===== src/rtl/vga_timing_pkg.sv =====
// 640x480@60Hz VGA raster constants and sync polarity shared with the colour stage.
package vga_timing_pkg;

    localparam int H_ACTIVE = 640;
    localparam int H_FP     = 16;
    localparam int H_SYNC   = 96;
    localparam int H_BP     = 48;
    localparam int H_TOTAL  = H_ACTIVE + H_FP + H_SYNC + H_BP;

    localparam int V_ACTIVE = 480;
    localparam int V_FP     = 10;
    localparam int V_SYNC   = 2;
    localparam int V_BP     = 33;
    localparam int V_TOTAL  = V_ACTIVE + V_FP + V_SYNC + V_BP;

    // Active level of each sync output; 0 means active-low.
    localparam logic H_POL = 1'b0;
    localparam logic V_POL = 1'b0;

    function automatic logic in_window(input int pos, input int lo, input int len);
        return (pos >= lo) && (pos < lo + len);
    endfunction

endpackage


===== src/rtl/vga_axis_counter.sv =====
// Wrap counter for one raster axis: counts 0..MAX on enable, exposes the next value and the wrap flag.
module vga_axis_counter #(
    parameter int W   = 10,
    parameter int MAX = 799
)(
    input  logic         i_clk,
    input  logic         i_rst,
    input  logic         i_en,
    output logic [W-1:0] o_cnt,
    output logic [W-1:0] o_next,
    output logic         o_wrap
);

    localparam logic [W-1:0] L_MAX = W'(MAX);

    logic [W-1:0] r_cnt;

    assign o_cnt  = r_cnt;
    assign o_wrap = i_en && (r_cnt == L_MAX);

    always_comb begin
        o_next = r_cnt;
        if (o_wrap)
            o_next = '0;
        else if (i_en)
            o_next = r_cnt + 1'b1;
    end

    // Reset parks the counter on its last value so the first enable lands on 0.
    always_ff @(posedge i_clk or posedge i_rst) begin
        if (i_rst)
            r_cnt <= L_MAX;
        else
            r_cnt <= o_next;
    end

endmodule


===== src/rtl/vga_timing_gen.sv =====
// VGA raster timing generator; define VGA_FRAME_CNT_EN to add the 16-bit o_frame_cnt output.
module vga_timing_gen
    import vga_timing_pkg::*;
#(
    parameter int   H_ACTIVE = vga_timing_pkg::H_ACTIVE,
    parameter int   H_FP     = vga_timing_pkg::H_FP,
    parameter int   H_SYNC   = vga_timing_pkg::H_SYNC,
    parameter int   H_BP     = vga_timing_pkg::H_BP,
    parameter int   V_ACTIVE = vga_timing_pkg::V_ACTIVE,
    parameter int   V_FP     = vga_timing_pkg::V_FP,
    parameter int   V_SYNC   = vga_timing_pkg::V_SYNC,
    parameter int   V_BP     = vga_timing_pkg::V_BP,
    parameter logic H_POL    = vga_timing_pkg::H_POL,
    parameter logic V_POL    = vga_timing_pkg::V_POL,
    parameter int   COORD_W  = 10
)(
    input  logic               i_clk,
    input  logic               i_rst,
    input  logic               i_pix_stb,
    output logic               o_hsync,
    output logic               o_vsync,
    output logic [COORD_W-1:0] o_x,
    output logic [COORD_W-1:0] o_y,
    output logic               o_active,
    output logic               o_line_end,
    output logic               o_animate
`ifdef VGA_FRAME_CNT_EN
    ,
    output logic [15:0]        o_frame_cnt
`endif
);

    localparam int H_TOTAL = H_ACTIVE + H_FP + H_SYNC + H_BP;
    localparam int V_TOTAL = V_ACTIVE + V_FP + V_SYNC + V_BP;

    if ((H_TOTAL > (1 << COORD_W)) || (V_TOTAL > (1 << COORD_W))) begin : g_bad_coord_w
        $error("vga_timing_gen: COORD_W too narrow for H_TOTAL/V_TOTAL");
    end

    logic [COORD_W-1:0] w_x_next;
    logic [COORD_W-1:0] w_y_next;
    logic               w_h_wrap;
    logic               w_v_wrap;
    logic               w_v_en;

    logic r_hsync;
    logic r_vsync;
    logic r_active;
    logic r_line_end;
    logic r_animate;

    assign w_v_en = i_pix_stb & w_h_wrap;

    vga_axis_counter #(
        .W   (COORD_W),
        .MAX (H_TOTAL - 1)
    ) u_h_cnt (
        .i_clk  (i_clk),
        .i_rst  (i_rst),
        .i_en   (i_pix_stb),
        .o_cnt  (o_x),
        .o_next (w_x_next),
        .o_wrap (w_h_wrap)
    );

    vga_axis_counter #(
        .W   (COORD_W),
        .MAX (V_TOTAL - 1)
    ) u_v_cnt (
        .i_clk  (i_clk),
        .i_rst  (i_rst),
        .i_en   (w_v_en),
        .o_cnt  (o_y),
        .o_next (w_y_next),
        .o_wrap (w_v_wrap)
    );

    // Decoding the next counter values keeps every flag aligned with o_x/o_y; without a strobe
    // the next values equal the current ones, so levels hold and the wrap-driven pulses fall.
    always_ff @(posedge i_clk or posedge i_rst) begin
        if (i_rst) begin
            r_hsync    <= ~H_POL;
            r_vsync    <= ~V_POL;
            r_active   <= 1'b0;
            r_line_end <= 1'b0;
            r_animate  <= 1'b0;
        end else begin
            r_hsync    <= in_window(int'(w_x_next), H_ACTIVE + H_FP, H_SYNC) ? H_POL : ~H_POL;
            r_vsync    <= in_window(int'(w_y_next), V_ACTIVE + V_FP, V_SYNC) ? V_POL : ~V_POL;
            r_active   <= (int'(w_x_next) < H_ACTIVE) && (int'(w_y_next) < V_ACTIVE);
            r_line_end <= w_h_wrap;
            r_animate  <= w_h_wrap && (int'(w_y_next) == V_ACTIVE);
        end
    end

    assign o_hsync    = r_hsync;
    assign o_vsync    = r_vsync;
    assign o_active   = r_active;
    assign o_line_end = r_line_end;
    assign o_animate  = r_animate;

`ifdef VGA_FRAME_CNT_EN
    logic [15:0] r_frame_cnt;

    always_ff @(posedge i_clk or posedge i_rst) begin
        if (i_rst)
            r_frame_cnt <= 16'd0;
        else if (w_v_wrap)
            r_frame_cnt <= r_frame_cnt + 16'd1;
    end

    assign o_frame_cnt = r_frame_cnt;
`else
    logic w_unused_v_wrap;
    assign w_unused_v_wrap = w_v_wrap;
`endif

endmodule


===== config.mk =====
export PLATFORM = sky130hd
export DESIGN_NAME = vga_timing_gen
export DESIGN_NICKNAME = d
export VERILOG_FILES = /design/src/rtl/vga_timing_pkg.sv /design/src/rtl/vga_axis_counter.sv /design/src/rtl/vga_timing_gen.sv
export SDC_FILE = /design/constraint.sdc
export NUM_CORES = 1
export LEC_CHECK = 0
export CAP_MARGIN = 20
export CELL_PAD_IN_SITES_DETAIL_PLACEMENT = 0
export CELL_PAD_IN_SITES_GLOBAL_PLACEMENT = 1
export CORE_AREA = 2 2 61 63
export CTS_CLUSTER_DIAMETER = 40
export CTS_CLUSTER_SIZE = 25
export DETAILED_ROUTE_END_ITERATION = 10
export DIE_AREA = 0 0 63 65
export PLACE_DENSITY_LB_ADDON = 0.1
export SLEW_MARGIN = 20
export SYNTH_ARGS = -nofsm -noshare
export SYNTH_HDL_FRONTEND = slang
export SYNTH_HIERARCHICAL = 1
export SYNTH_SLANG_ARGS = --single-unit

===== constraint.sdc =====
create_clock -name i_clk -period 3.2 [get_ports i_clk]
set_clock_uncertainty 0.1 [all_clocks]
set_input_delay 0.32 -clock i_clk [delete_from_list [all_inputs] [get_ports i_clk]]
set_output_delay 0.32 -clock i_clk [all_outputs]
set_load 0.02 [all_outputs]

## Word level (Yosys, flattened, before mapping)

Cells that the tools add are included.

- Output and inout bits: 25
- Logic and storage cells: 31
- Input port bits: 3
- Bits in registers: 25

- Bitwise gates (word level): 1
- Reductions and logical operators: 6
- Muxes and demuxes: 6
- Add/subtract/negate cells: 2
- Equal/unequal tests: 3
- Magnitude comparators: 6

Operators by type and width:

| cell | count |
|---|---|
| two-way mux 10 bit | 4 |
| == test 10 bit, second input constant | 3 |
| adder 10 x 1 -> 10 bit, second input constant | 2 |
| less-than comparator 10 bit, second input constant | 2 |
| less-than comparator 10 x 9 -> 1 bit, second input constant | 2 |
| >= comparator 10 bit, second input constant | 1 |
| >= comparator 10 x 9 -> 1 bit, second input constant | 1 |
| logical AND 1 bit | 6 |
| two-way mux 1 bit | 2 |
| AND 1 bit | 1 |

## Depth between registers and ports, before layout

- Word-level depth: 8
- Depth in mapped cells: 10
- Depth with buffers taken out: 9

## Hierarchy

The synthesis kept the hierarchy.

By module, submodules not included:

| module | times used | cells an instance | area each (um2) | sequential area each (um2) |
|---|---|---|---|---|
| vga_axis_counter at u_v_cnt | 1 | 50 | 536.8 | 254.0 |
| vga_axis_counter at u_h_cnt | 1 | 50 | 506.7 | 259.0 |
| vga_timing_gen | 1 | 18 | 209.0 | 127.6 |

## Worst setup path after synthesis

OpenSTA, ideal clock, no wires.

- Path type: register -> register
- From: reg u_h_cnt.r_cnt[4], in the netlist u_h_cnt/o_cnt[4]
- To: reg r_animate, in the netlist o_animate
- Setup slack: 0.157 ns
- Required time: 2.980 ns
- Stages on the path, launching flop included: 10
- Arrival time: 2.823 ns
- Path buffers: 1
- Library setup time: 0.120 ns
- Period minus slack after synthesis: 3.043 ns
- Path through: dfstp_2 -> or4b_4 -> nor3_1 -> and2_1 -> buf_4 -> nand4_4 -> or4_4 -> a21oi_2 -> nor3_1 -> and3_1

- Cells in the longest elaborated chain, start to end: 7
- Elaborated cells between the ends (all ways): 8
- Classes of those cells: eq/ne: 2; mux: 2; bitwise: 1; reduce/logical: 3

RTL lines:

| element | RTL line | text |
|---|---|---|
| start, declared | vga_axis_counter.sv:16 | `logic [W-1:0] r_cnt;` |
| start signal, assigned | vga_axis_counter.sv:34 | `r_cnt <= o_next;` |
| == test 10 bit * | vga_axis_counter.sv:19 | `assign o_wrap = i_en && (r_cnt == L_MAX);` |
| logical AND 1 bit * | vga_axis_counter.sv:19 |  |
| named net w_h_wrap | vga_timing_gen.sv:42 | `logic w_h_wrap;` |
| AND 1 bit * | vga_timing_gen.sv:52 | `assign w_v_en = i_pix_stb & w_h_wrap;` |
| named net w_v_en | vga_timing_gen.sv:44 | `logic w_v_en;` |
| two-way mux 10 bit or logical AND 1 bit (tied branches) | vga_axis_counter.sv:25, vga_axis_counter.sv:19 |  |
| two-way mux 10 bit * | vga_axis_counter.sv:23 | `if (o_wrap)` |
| named net w_y_next[9] | vga_timing_gen.sv:41 | `logic [COORD_W-1:0] w_y_next;` |
| == test 10 bit * | vga_timing_gen.sv:92 | `r_animate <= w_h_wrap && (int'(w_y_next) == V_ACTIVE);` |
| logical AND 1 bit * | vga_timing_gen.sv:92 |  |
| end signal, assigned | vga_timing_gen.sv:92 |  |
| end, declared | vga_timing_gen.sv:50 | `logic r_animate;` |

Mark *: on every way through the listed nets, which the timed path passes. The rest lies on a longest branch.

## Final worst setup path

Same ends and word-level chain as after synthesis.

==> flow_metrics.py <==
metrics = {
    "status": {
        "status": "finished clean",
    },
    "setup_path": {
        "r2r_cells": 8,
        "crit_required_ns": 3.33,
        "crit_path_end_kind": "register",
        "crit_fanout": 6,
        "critical_path_arrival_ns": 3.05,
        "rrSetupSlack_ns": 0.27,
        "cp-start-kind": "register",
        "worstSetupPathType": "reg -> reg",
    },
    "floorplanning": {
        "std_cell_rows": 22,
        "die_h_um": 65,
        "die_w_um": 63,
        "fp.coreArea_mm2": 0.00350,
        "ios": 28,
        "start_util": 0.358,
        "dieArea_mm2": 0.00410,
    },
    "clock_network": {
        "cts-root-buf": "clkbuf_4",
        "cts_setup_buffers": 0,
        "cts_tree": "yes",
        "ctsResizeCount": 0,
        "path_clk_slew_ns": 0.14,
        "cts_hold_buf": 0,
        "insertion_delay_ns": 0.32,
        "numClockSinks": 25,
        "cts_max_path_buffers": 2,
        "htree_levels": 1,
        "cts_buffers": 3,
    },
    "timing": {
        "finalSetupViolations": 0,
        "hold_viol": 0,
        "period_needed_ns": 2.93,
        "worstMarginPinSlew_ns": 0.413,
        "fin_crit_sh": 0.914,
        "setup_ws_ns": 0.274,
        "max_freq_ghz": 0.342,
        "hold_slack_ns": 0.129,
        "rsz0062_at_grt": "false",
        "slew_headroom": 0.725,
        "drv_slew": 0,
        "setup_tns_ns": 0,
    },
    "global_route": {
        "grt_overflow": 0,
        "grt_pass1_wl_um": 4710,
        "grt_usage": 0.149,
        "antenna_found_initial": 0,
        "grt_max_degree": 16,
        "grt_pass1_vias": 984,
    },
    "finish": {
        "final_util": 0.469,
        "layout-drive-gt1-share": 0.178,
        "antenna_cells": 0,
        "area_delta_synth_final_pct": 30.8,
        "finalNetCount": 159,
    },
    "synth": {
        "yosys.area.top_type": "dfrtp_1",
        "synth_top_area_frac": 0.260,
        "synthCells": 118,
        "syn_nets": 124,
        "ys_top_cells_by_area": "dfrtp_1, dfstp_2, xor2_1, nand2_1, nand4_1",
        "yosys_warnings": 6,
        "syn_area_per_cell_um2": 10.6,
        "yosysSeqAreaShare": 0.511,
        "synth_area_mm2": 0.00125,
        "ys_types": 35,
        "ys_ff_latch": 25,
    },
    "place": {
        "gp_congestion": 0.814,
        "dp_hpwl_um": 2160,
        "portBuffers": 27,
        "preCtsSetupSlack_ns": 0.295,
    },
    "routing": {
        "drtAntennaViolNets": 0,
        "vias": 1008,
        "wl_um": 2840,
        "drtPass1Iterations": 4,
        "drt-vias-per-instance": 5.04,
        "drtIter0Drc": 66,
        "drc": 0,
        "wire_per_inst_um": 14.2,
    },
    "pwr": {
        "p_leak_nw": 0.692,
        "power_mw": 0.924,
        "ir_drop_v": 0.000395,
        "powerDensity_mw_per_mm2": 564,
    },
    "worst_hold_path": {
        "hold_class": "in -> async",
    },
    "flow_run": {
        "drv_cap": 0,
    },
}
==> flip-flops by register name, indices dropped and copies added (netlist names) <==
register / cells
o_vsync: 1
u_v_cnt/o_cnt: 10
o_animate: 1
o_active: 1
o_line_end: 1
u_h_cnt/o_cnt: 10
o_hsync: 1
==> power breakdown <==
part	switching (mW)	total, mW	leakage, nW	internal (mW)
combinational	0.170	0.331	0.384	0.161
clock	0.0971	0.145	0.0139	0.0477
sequential	0.0622	0.448	0.295	0.386
total	0.329	0.924	0.692	0.595
==> cell usage in the layout, fill, tap and decap left out, drive strengths merged, types with 4 or more instances in the layout <==
master,synthesis,final
nand3,5,5
clkdlybuf4s50,0,27
nand2,12,12
xnor2,5,5
buf,1,5
inv,7,7
nor2,11,11
or3,4,4
dfstp,12,12
xor2,8,8
dfrtp,13,13
nand4,8,8
nor3,7,7
==> kinds of logic (layout without fill, tap and decap cells) <==
group / count (synthesis) / count (layout) / share of synthesized area
xor gates and xnor gates: 13 / 13 / 0.0909
DFF: 25 / 25 / 0.511
AOI/OAI and AO/OA: 10 / 10 / 0.0579
muxes: 2 / 2 / 0.0160
adders and majority gates: 3 / 3 / 0.0300
buffers and inverters: 9 / 43 / 0.0310
and+or+nand+nor: 56 / 56 / 0.263
==> worst paths after layout <==
kind                                                 start                         end
min in group i_clk              u_h_cnt/o_cnt[2]$_DFF_PP1_  u_h_cnt/o_cnt[2]$_DFF_PP1_
max in group asynchronous                            i_rst  u_h_cnt/o_cnt[0]$_DFF_PP1_
worst min-delay path                                 i_rst          o_active$_DFF_PP0_
worst max-delay path            u_h_cnt/o_cnt[4]$_DFF_PP1_         o_animate$_DFF_PP0_
worst min register to register  u_h_cnt/o_cnt[2]$_DFF_PP1_  u_h_cnt/o_cnt[2]$_DFF_PP1_
worst max register to register  u_h_cnt/o_cnt[4]$_DFF_PP1_         o_animate$_DFF_PP0_
==> cell type report <==
type,instances,area [um^2]
fillers,357,1860
flip-flops and latches,25,641
multi-input cells,84,573
repair buffers,32,308
well taps,48,60.1
inverters,7,26.3
clock buffers,3,22.5
clock inverters,1,7.51
==> cells in the mapped netlist <==
library cell	instances
dfrtp_1	13
dfstp_2	12
nand2_1	12
nor2_1	11
xor2_1	8
inv_1	7
nand4_1	7
nor3_1	6
nand3_1	5
xnor2_1	5
ha_1	3
or3_1	3
a21oi_1	2
mux2i_1	2
o31ai_1	2
a211o_1	1
a21oi_2	1
and2_1	1
and3_1	1
and4_1	1
buf_4	1
clkbuf_2	1
nand4_4	1
nand4bb_1	1
nor2b_1	1
nor3_4	1
nor4b_1	1
o211ai_1	1
o21a_1	1
o21ai_0	1
o311a_1	1
or3_2	1
or4_1	1
or4_4	1
or4b_4	1
==> through the flow <==
step / std cells / area, um^2
after floorplan: 118 / 1250
after global placement: 196 / 1610
after detailed placement: 196 / 1610
after CTS: 200 / 1640
after global routing: 200 / 1640
final: 200 / 1640
==> routing by layer <==
metal | up-vias | track usage | share of wire
met5 | - | 0 | 0
met4 | 0 | 0.0778 | 0.027
met3 | 8 | 0.0226 | 0.038
met2 | 31 | 0.257 | 0.50
met1 | 486 | 0.179 | 0.43
li1 | 483 | - | -
==> worst max-delay path: stages (launching register included) <==
cell and delay, ns:
dfstp_2 0.61, or4b_4 0.48, nor3_1 0.18, and2_1 0.35
nand4_4 0.17, or4_4 0.51, a21oi_2 0.19, nor3_1 0.08
and3_1 0.17
No activity file was read; power rests on OpenSTA's default activity.
